**config.mk**
```make
export PLATFORM = sky130hd
export DESIGN_NAME = ob_cn_table_mc
export DESIGN_NICKNAME = d
export VERILOG_FILES = /design/src/rtl/ob_cn_table_mc.sv
export SDC_FILE = /design/constraint.sdc
export NUM_CORES = 1
export LEC_CHECK = 0
export BUFFER_PORTS_ARGS = -buffer_cell sky130_fd_sc_hd__buf_2
export CORE_MARGIN = 10
export CORE_UTILIZATION = 58
export CTS_CLUSTER_SIZE = 24
export DETAILED_ROUTE_END_ITERATION = 10
export HOLD_SLACK_MARGIN = 0.03
export PLACE_DENSITY = 0.8
export SLEW_MARGIN = 20
export SYNTH_ARGS = -nofsm -noshare
export SYNTH_HDL_FRONTEND = slang
export SYNTH_SLANG_ARGS = --single-unit
export TNS_END_PERCENT = 30
```
**constraint.sdc**
```tcl
create_clock -name clk -period 13.9 [get_ports clk]
set_input_delay 1.39 -clock clk [delete_from_list [all_inputs] [get_ports clk]]
set_output_delay 1.39 -clock clk [all_outputs]
set_load 0.05 [all_outputs]
```
**src/rtl/ob_cn_table_mc.sv**
```systemverilog
`default_nettype none
// ============================================================================
// Module   : ob_cn_table_mc (with package ob_cn_pkg, sub-module ob_cn_table_entry)
// Purpose  : Multi-channel conditional-order table. Up to N pending
//            conditional commands are watched against the live best bid/ask.
//            Entries that have matured are forwarded, up to M per cycle,
//            into M independent valid/accept output registers.
// Revision : 1.0 - initial release
//
// Build option:
//   OB_CN_TABLE_MC_AGE_EN  defined   -> oldest-first grants (NxN age matrix)
//                          undefined -> round-robin grants (rotating pointer)
//
// Ports (ob_cn_table_mc):
//   clk, rst                 clock, synchronous active-high reset
//   cmd_vld / cmd_r          install a command (ignored while cmd_rdy = 0)
//   cmd_rdy                  table not full
//   mtr_accept[M]            per-channel consume of mtr_r[c]
//   mtr_vld_r[M] / mtr_r[M]  per-channel matured command
//   cntrl_evt_texe_r         trade-execution event, entries re-evaluate
//   lm_bid/ask_table_vld_r   best bid / ask valid
//   lm_bid/ask_table_r       best bid / ask price
//   cancel / cancel_uid      cancel request for a uid
//   cancel_hit_w             same cycle: a busy entry matched the cancel uid
//   full_r, empty_r, occ_r   registered occupancy status
//
// Maturity rule per command:
//   side = 1 : matures when bid valid and bid price >= command price
//   side = 0 : matures when ask valid and ask price <= command price
// ============================================================================

package ob_cn_pkg;
    typedef logic [7:0] uid_t;

    typedef struct packed {
        logic [15:0] price;
    } table_t;

    typedef struct packed {
        uid_t        uid;
        logic        side;
        logic [15:0] price;
        logic [15:0] qty;
    } cmd_t;
endpackage

// ============================================================================
// Module   : ob_cn_table_entry
// Purpose  : One table slot. Holds a command, evaluates its trigger on each
//            trade-execution event and latches maturity until deallocated.
// Revision : 1.0 - initial release
//
// Ports:
//   alloc_i / cmd_i   install command (slot must be free)
//   dealloc_i         release slot (granted to a channel or cancelled)
//   evt_i             trade-execution event
//   bid_*/ask_*       live best bid / ask
//   busy_o            slot holds a command
//   matured_o         slot is eligible for a grant this cycle
//   cmd_o             stored command
// ============================================================================
module ob_cn_table_entry
    import ob_cn_pkg::*;
(
    input  logic   clk,
    input  logic   rst,
    input  logic   alloc_i,
    input  cmd_t   cmd_i,
    input  logic   dealloc_i,
    input  logic   evt_i,
    input  logic   bid_vld_i,
    input  table_t bid_i,
    input  logic   ask_vld_i,
    input  table_t ask_i,
    output logic   busy_o,
    output logic   matured_o,
    output cmd_t   cmd_o
);

    logic busy_q;
    logic matured_q;
    cmd_t cmd_q;
    logic trig_w;
    logic now_w;

    always_comb begin
        if (cmd_q.side) begin
            trig_w = bid_vld_i && (bid_i.price >= cmd_q.price);
        end else begin
            trig_w = ask_vld_i && (ask_i.price <= cmd_q.price);
        end
    end

    // Maturing this cycle makes the entry grantable immediately, which gives
    // the one-cycle maturity-to-output latency.
    assign now_w = busy_q & evt_i & trig_w;

    always_ff @(posedge clk) begin
        if (rst) begin
            busy_q    <= 1'b0;
            matured_q <= 1'b0;
            cmd_q     <= '0;
        end else if (alloc_i) begin
            busy_q    <= 1'b1;
            matured_q <= 1'b0;
            cmd_q     <= cmd_i;
        end else if (dealloc_i) begin
            busy_q    <= 1'b0;
            matured_q <= 1'b0;
        end else if (now_w) begin
            matured_q <= 1'b1;
        end
    end

    assign busy_o    = busy_q;
    assign matured_o = busy_q & (matured_q | now_w);
    assign cmd_o     = cmd_q;

endmodule

// ============================================================================
// Module   : ob_cn_table_mc  (top)
// ============================================================================
module ob_cn_table_mc
    import ob_cn_pkg::*;
#(
    parameter int N = 4,
    parameter int M = 2
) (
    input  logic                   clk,
    input  logic                   rst,
    input  logic                   cmd_vld,
    input  cmd_t                   cmd_r,
    output logic                   cmd_rdy,
    input  logic [M-1:0]           mtr_accept,
    output logic [M-1:0]           mtr_vld_r,
    output cmd_t [M-1:0]           mtr_r,
    input  logic                   cntrl_evt_texe_r,
    input  logic                   lm_bid_table_vld_r,
    input  table_t                 lm_bid_table_r,
    input  logic                   lm_ask_table_vld_r,
    input  table_t                 lm_ask_table_r,
    input  logic                   cancel,
    input  uid_t                   cancel_uid,
    output logic                   cancel_hit_w,
    output logic                   full_r,
    output logic                   empty_r,
    output logic [$clog2(N+1)-1:0] occ_r
);

    localparam int OW = $clog2(N+1);
    localparam int IW = $clog2(N);

    // Entry status
    logic [N-1:0]  busy_w;
    logic [N-1:0]  mat_w;
    logic [N-1:0]  hit_w;
    cmd_t          ent_cmd_w [N];

    // Allocation
    logic          do_alloc_w;
    logic          alloc_found_w;
    logic [IW-1:0] alloc_idx_w;
    logic [N-1:0]  alloc_vec_w;

    // Grant selection
    logic [M-1:0]  mtr_free_w;
    logic [N-1:0]  pool_w;
    logic          sel_found_w;
    logic [IW-1:0] sel_idx_w;
    logic [M-1:0]  gnt_vld_w;
    logic [IW-1:0] gnt_idx_w [M];
    logic [N-1:0]  gnt_mask_w;

    // Next-state occupancy
    logic [N-1:0]  dealloc_w;
    logic [N-1:0]  busy_d;
    logic [OW-1:0] occ_d;

    // Registered outputs
    logic [M-1:0]  mtr_vld_q;
    cmd_t [M-1:0]  mtr_q;
    logic          full_q;
    logic          empty_q;
    logic [OW-1:0] occ_q;

`ifdef OB_CN_TABLE_MC_AGE_EN
    // age_q[a][b] = 1 : entry a was allocated before entry b
    logic [N-1:0]  age_q [N];
    logic          older_w;
`else
    logic [IW-1:0] rr_ptr_q;
    logic [IW-1:0] cand_w;
    logic          any_gnt_w;
    logic [IW-1:0] last_idx_w;
`endif

    // ------------------------------------------------------------------
    // Entries
    // ------------------------------------------------------------------
    for (genvar i = 0; i < N; i++) begin : g_entry
        ob_cn_table_entry u_entry (
            .clk       (clk),
            .rst       (rst),
            .alloc_i   (alloc_vec_w[i]),
            .cmd_i     (cmd_r),
            .dealloc_i (dealloc_w[i]),
            .evt_i     (cntrl_evt_texe_r),
            .bid_vld_i (lm_bid_table_vld_r),
            .bid_i     (lm_bid_table_r),
            .ask_vld_i (lm_ask_table_vld_r),
            .ask_i     (lm_ask_table_r),
            .busy_o    (busy_w[i]),
            .matured_o (mat_w[i]),
            .cmd_o     (ent_cmd_w[i])
        );

        // Only table entries are searched; commands already sitting in a
        // channel register cannot be cancelled.
        assign hit_w[i] = cancel & busy_w[i] & (ent_cmd_w[i].uid == cancel_uid);
    end

    assign cancel_hit_w = |hit_w;

    // ------------------------------------------------------------------
    // Allocation: lowest-index slot that is free in the current state.
    // A slot released this cycle is not reused until next cycle.
    // ------------------------------------------------------------------
    assign cmd_rdy    = ~full_q;
    assign do_alloc_w = cmd_vld & ~full_q;

    always_comb begin
        alloc_found_w = 1'b0;
        alloc_idx_w   = '0;
        alloc_vec_w   = '0;
        for (int i = 0; i < N; i++) begin
            if (!busy_w[i] && !alloc_found_w) begin
                alloc_found_w = 1'b1;
                alloc_idx_w   = IW'(i);
            end
        end
        if (do_alloc_w) begin
            alloc_vec_w[alloc_idx_w] = 1'b1;
        end
    end

    // ------------------------------------------------------------------
    // Grant: free channels are filled in ascending order, each removing
    // its winner from the pool before the next channel selects.
    // ------------------------------------------------------------------
    assign mtr_free_w = ~mtr_vld_q | mtr_accept;

    always_comb begin
        pool_w      = mat_w & ~hit_w;   // cancel beats maturity
        gnt_vld_w   = '0;
        gnt_mask_w  = '0;
        sel_found_w = 1'b0;
        sel_idx_w   = '0;
`ifdef OB_CN_TABLE_MC_AGE_EN
        older_w     = 1'b0;
`else
        cand_w      = '0;
        any_gnt_w   = 1'b0;
        last_idx_w  = '0;
`endif
        for (int c = 0; c < M; c++) begin
            gnt_idx_w[c] = '0;
            sel_found_w  = 1'b0;
            sel_idx_w    = '0;
`ifdef OB_CN_TABLE_MC_AGE_EN
            // Oldest pool member: no other pool member is older than it.
            for (int i = 0; i < N; i++) begin
                older_w = 1'b0;
                for (int j = 0; j < N; j++) begin
                    if (pool_w[j] && age_q[j][i]) begin
                        older_w = 1'b1;
                    end
                end
                if (pool_w[i] && !older_w && !sel_found_w) begin
                    sel_found_w = 1'b1;
                    sel_idx_w   = IW'(i);
                end
            end
`else
            // First pool member at or after the pointer, circularly.
            for (int k = 0; k < N; k++) begin
                cand_w = IW'((int'(rr_ptr_q) + k) % N);
                if (pool_w[cand_w] && !sel_found_w) begin
                    sel_found_w = 1'b1;
                    sel_idx_w   = cand_w;
                end
            end
`endif
            if (mtr_free_w[c] && sel_found_w) begin
                gnt_vld_w[c]          = 1'b1;
                gnt_idx_w[c]          = sel_idx_w;
                pool_w[sel_idx_w]     = 1'b0;
                gnt_mask_w[sel_idx_w] = 1'b1;
`ifndef OB_CN_TABLE_MC_AGE_EN
                any_gnt_w             = 1'b1;
                last_idx_w            = sel_idx_w;
`endif
            end
        end
    end

    // ------------------------------------------------------------------
    // Occupancy: status flags reflect the state after this cycle's
    // allocation, transfers and cancels.
    // ------------------------------------------------------------------
    assign dealloc_w = hit_w | gnt_mask_w;
    assign busy_d    = (busy_w & ~dealloc_w) | alloc_vec_w;

    always_comb begin
        occ_d = '0;
        for (int i = 0; i < N; i++) begin
            occ_d = occ_d + OW'(busy_d[i]);
        end
    end

    // ------------------------------------------------------------------
    // Channel registers and status
    // ------------------------------------------------------------------
    always_ff @(posedge clk) begin
        if (rst) begin
            mtr_vld_q <= '0;
            mtr_q     <= '0;
            full_q    <= 1'b0;
            empty_q   <= 1'b1;
            occ_q     <= '0;
        end else begin
            for (int c = 0; c < M; c++) begin
                if (gnt_vld_w[c]) begin
                    mtr_vld_q[c] <= 1'b1;
                    mtr_q[c]     <= ent_cmd_w[gnt_idx_w[c]];
                end else if (mtr_accept[c]) begin
                    mtr_vld_q[c] <= 1'b0;
                end
            end
            full_q  <= &busy_d;
            empty_q <= ~|busy_d;
            occ_q   <= occ_d;
        end
    end

`ifdef OB_CN_TABLE_MC_AGE_EN
    // The new entry becomes younger than every other entry. Stale relations
    // with free slots are harmless: they are rewritten when that slot is
    // next allocated, and only busy entries ever compete.
    always_ff @(posedge clk) begin
        if (rst) begin
            for (int i = 0; i < N; i++) begin
                age_q[i] <= '0;
            end
        end else if (do_alloc_w) begin
            for (int i = 0; i < N; i++) begin
                for (int j = 0; j < N; j++) begin
                    if (alloc_idx_w == IW'(i)) begin
                        age_q[i][j] <= 1'b0;
                    end else if (alloc_idx_w == IW'(j)) begin
                        age_q[i][j] <= 1'b1;
                    end
                end
            end
        end
    end
`else
    // Pointer moves just past the last entry granted this cycle.
    always_ff @(posedge clk) begin
        if (rst) begin
            rr_ptr_q <= '0;
        end else if (any_gnt_w) begin
            rr_ptr_q <= (last_idx_w == IW'(N-1)) ? '0 : last_idx_w + 1'b1;
        end
    end
`endif

    assign mtr_vld_r = mtr_vld_q;
    assign mtr_r     = mtr_q;
    assign full_r    = full_q;
    assign empty_r   = empty_q;
    assign occ_r     = occ_q;

endmodule

`default_nettype wire

```
==> results by group <==
Status
  – Run status: finished, final reports clean

Floorplan
  – Area of the core: approximately 25000 µm²
  – Chip Width: about 180 µm
  – Count of boundary I/O pins: 181
  – DIE AREA: 32700 µm²
  – Die height: ~180 µm
  – Initial Utilization: about three fifths
  – Site row count: between 50 and 60

Synthesis
  – Post-synthesis instance total: 1857
  – Largest area contributor in the netlist: sky130_fd_sc_hd__dfxtp_1
  – Average cell area after synthesis: a little over 8 µm²
  – Warnings from Yosys: 0
  – Syn Nets: approximately 2100
  – Sequential cell area fraction in the yosys report: between 30% and 40%
  – Fraction of registers with async set or reset after synthesis: 0%
  – Cell with the most instances after synthesis: sky130_fd_sc_hd__nand2_1
  – Main area contributors after synthesis: sky130_fd_sc_hd__dfxtp_1, sky130_fd_sc_hd__ha_1, sky130_fd_sc_hd__nand2_1
  – Number of enable-type register cells in the synthesized netlist: 0
  – Yosys cell types: 76
  – Area fraction of the dominant cell type after synthesis: 35.0%
  – Register bit total from synthesis: ~260
  – Prevailing post-synth register cell: sky130_fd_sc_hd__dfxtp_1
  – Post-synthesis instance area: 15000 µm²
  – Most frequent cells after synthesis: sky130_fd_sc_hd__nand2_1, sky130_fd_sc_hd__a21oi_1, sky130_fd_sc_hd__dfxtp_1, sky130_fd_sc_hd__ha_1, sky130_fd_sc_hd__mux2i_1

Pwr
  – Sequential share of power: between 40 and 50%
  – Switching share of power: approximately 27%
  – Static power due to leakage: 0.00694 µW
  – Power density over cell area: roughly 100 nW/µm²
  – Portion of total power attributed to the clock network: 41.8%
  – Total net switching power: approximately 470 µW
  – Power Internal: roughly 1300 µW
  – Combinational Power Share: 12.4%
  – Worst supply voltage drop on vdd: between 90 and 100 µV

STA
  – Fraction of the cycle the final worst path needs: about half
  – Final number of hold-violating endpoints: 0
  – Max-slew violation count: 0
  – PnR worst setup slack: 6.74 ns
  – Clock Skews: 0.0242 ns
  – Unrepaired setup endpoints after global routing: no
  – Tmin final: about 7.2 ns
  – Highest Clock Rate: ~140 MHz
  – Endpoints failing setup: 0
  – Final sum of negative setup slack: 0 ns
  – Measured slew at the worst slew-check pin: ~1.2 ns
  – Worst slew margin: 22.1%

Global routing
  – First-pass GRT wire length: about 83000 µm
  – Global-route usage over all layers: between 30% and 40%
  – Vias in the first global route: between 10000 and 15000
  – GR Layer Usage met1: 40.5%
  – Pin count of the biggest net entering global routing: 78
  – Met2 GRT Util: 49.7%
  – Initial antenna violation count: 6
  – GRT Residual Overflow: 0
  – Fraction of met3 tracks used by global routing: 6.31%
  – Most utilized layer in the global route result: met2

Final layout
  – Layout fillers: 2083
  – Area growth syn-to-layout: 12.7%
  – Fraction of layout instances using a drive strength above 1: between 10 and 15%
  – Area occupied by registers: around 5300 µm²
  – Total area of multi-input combinational cells: about 9000 µm²
  – Total number of nets in the final design: between 2000 and 2500

Setup path
  – Launch point of the critical path: lm_ask_table_r[14]
  – Worst-case register-to-register setup slack: around 7.2 ns
  – Worst Setup Start Kind: input pin
  – Reg-to-Reg End: occ_r[1]$_SDFF_PP0_
  – Critical register-to-register path startpoint: g_entry[3].u_entry.cmd_o[30]$_SDFFE_PP0P_
  – Critical Path RT: ~14 ns
  – Type of element capturing the critical path: flop
  – Worst-path maximum fanout: 40
  – Number of cells on the worst reg-to-reg path: 21
  – Classification of the worst setup path: input pin to flop
  – Critical Path AT: 7.56 ns

Drt
  – Number of DRC violations after detailed routing: 0
  – Final wirelength: around 54000 µm
  – Detail-routed via count per cell: between 6 and 7
  – Antenna-violating nets left: 0
  – Routed WL per cell: 23.1 µm
  – Drt first pass iters: 5
  – Number of violations reported at the end of detailed-routing iteration 0: between 1500 and 2000
  – Routed vias: ~15000

CTS
  – Post-CTS Hold Buffers: 0
  – CTS tree: built
  – Root Driver: sky130_fd_sc_hd__clkbuf_16
  – Number of sinks driven by the clock tree: between 200 and 300
  – H-tree depth reported by CTS: 1
  – CTS clock-pin slew for the worst setup and hold paths: about 0.060 ns
  – Clock network latency to the later pin of the worst-skew pair: about 0.54 ns
  – Post-CTS resize count: 0
  – Buffer levels on the longest clock path: 3
  – Number of setup buffers added after CTS: 0
  – CTS buffer count: 27

Min path
  – WHS Path Cells: 2
  – Classification of the worst-slack hold path: flop to flop
  – Min-Delay Endpoint: mtr_r[31]$_SDFFE_PP0N_
  – Hold path start: mtr_r[31]$_SDFFE_PP0N_

Placement
  – HPWL after DPL: approximately 37000 µm
  – Routability cong.: between 0.9 and 1
  – Input/output buffers: 180
  – Setup slack at placement: approximately 6.3 ns

Flow run
  – Max_cap viols: 0
## layout by cell type (no fill, tap or decap), types with 8 or more instances in the layout
cell                        instances
sky130_fd_sc_hd__o22ai_1           16
sky130_fd_sc_hd__nor2b_1           17
sky130_fd_sc_hd__clkbuf_16         27
sky130_fd_sc_hd__nand2_1          384
sky130_fd_sc_hd__ha_1             132
sky130_fd_sc_hd__o221ai_1          42
sky130_fd_sc_hd__a31oi_1            8
sky130_fd_sc_hd__inv_1             77
sky130_fd_sc_hd__nand2b_1           9
sky130_fd_sc_hd__mux2i_1          100
sky130_fd_sc_hd__buf_2            179
sky130_fd_sc_hd__nor4_1            11
sky130_fd_sc_hd__o21ai_1           47
sky130_fd_sc_hd__xor2_1            27
sky130_fd_sc_hd__dfxtp_1          263
sky130_fd_sc_hd__buf_4             22
sky130_fd_sc_hd__nand4_1           20
sky130_fd_sc_hd__and3_1             9
sky130_fd_sc_hd__nand3_1           15
sky130_fd_sc_hd__mux2_2             8
sky130_fd_sc_hd__nor2_1            94
sky130_fd_sc_hd__o21ai_0           26
sky130_fd_sc_hd__a2bb2oi_1         41
sky130_fd_sc_hd__o211ai_1           9
sky130_fd_sc_hd__nor3_1            15
sky130_fd_sc_hd__a21oi_1          262
## routing by layer
metal / vias up / share of wire, %
met5: - / 0.033
met4: 2 / 4.1
met3: 162 / 10
met2: 874 / 45
met1: 7053 / 41
li1: 6832 / -
## how the worst max path moves through the flow
stage	endpoint	slack, ns
floorplan	occ_r[1]$_SDFF_PP0_	8.08
global placement	occ_r[1]$_SDFF_PP0_	6.44
detailed placement	occ_r[1]$_SDFF_PP0_	6.34
CTS	occ_r[1]$_SDFF_PP0_	6.91
global route	occ_r[1]$_SDFF_PP0_	6.65
finish	occ_r[1]$_SDFF_PP0_	6.74
## sequential cells by signal (all words and copies together) (netlist names)
register	cells
occ_r	3
mtr_r	82
rr_ptr_q	2
mtr_vld_r	2
g_entry.u_entry.matured_q	4
g_entry.u_entry.busy_o	4
full_r	1
empty_r	1
g_entry.u_entry.cmd_o	164
## power by group through the flow
stage	sequential, µW	combinational, µW	clock (µW)
4_1_cts	789	210	721
5_1_grt	792	235	752
2_1_floorplan	811	121	0
3_5_place_dp	806	209	0
6_report	790	215	721
3_3_place_gp	805	203	0
## critical path, cell delays in order
cell and delay (ns):
sky130_fd_sc_hd__buf_2 0.13, sky130_fd_sc_hd__ha_1 0.32, sky130_fd_sc_hd__nand4_1 0.19, sky130_fd_sc_hd__nor4_1 0.78, sky130_fd_sc_hd__a21boi_1 0.28, sky130_fd_sc_hd__nor4b_1 0.12
sky130_fd_sc_hd__o221ai_2 0.50, sky130_fd_sc_hd__o21a_1 0.28, sky130_fd_sc_hd__or2_0 0.46, sky130_fd_sc_hd__nand2_1 0.16, sky130_fd_sc_hd__o32ai_1 0.46, sky130_fd_sc_hd__a31oi_4 0.13
sky130_fd_sc_hd__buf_4 0.37, sky130_fd_sc_hd__nor2_1 0.19, sky130_fd_sc_hd__buf_4 0.29, sky130_fd_sc_hd__nand2_1 0.15, sky130_fd_sc_hd__a31o_2 0.28, sky130_fd_sc_hd__fa_1 0.46
sky130_fd_sc_hd__ha_1 0.21, sky130_fd_sc_hd__ha_1 0.26, sky130_fd_sc_hd__nor2b_1 0.12
## area by class of cell
class | instances | area share, %
Clock buffer | 38 | 4.47
Antenna cell | 4 | 0.0591
Timing Repair Buffer | 202 | 6.33
Tap cell | 330 | 2.44
Clock inverter | 9 | 0.620
Sequential cell | 263 | 31.1
Multi-Input combinational cell | 1404 | 53.3
Inverter | 77 | 1.71
## through the flow
step / hold slack (ns) / utilization [%] / power (µW) / area [µm²] / std cells
2_1_floorplan: 0.445 / - / 932 / 15000 / 1857
3_3_place_gp: 0.443 / 63.4 / 1010 / 16100 / 2276
3_5_place_dp: 0.460 / 63.4 / 1010 / 16100 / 2276
4_1_cts: 0.468 / 66.8 / 1720 / 16900 / 2323
5_1_grt: 0.495 / 66.9 / 1780 / 16900 / 2326
6_report: 0.463 / 66.9 / 1730 / 16900 / 2327
## cell families after synthesis
kind of cell	count (synthesis)	share of synthesized area, %
buffers and inverters	190	5.29
AO/OA/AOI/OAI	520	21.8
AND/OR/NAND/NOR	609	17.5
flip-flops	263	35.0
XOR/XNOR	34	1.98
multiplexers	108	7.26
adder cells (fa/ha/maj)	133	11.1
(Power assumes the default switching activity.)
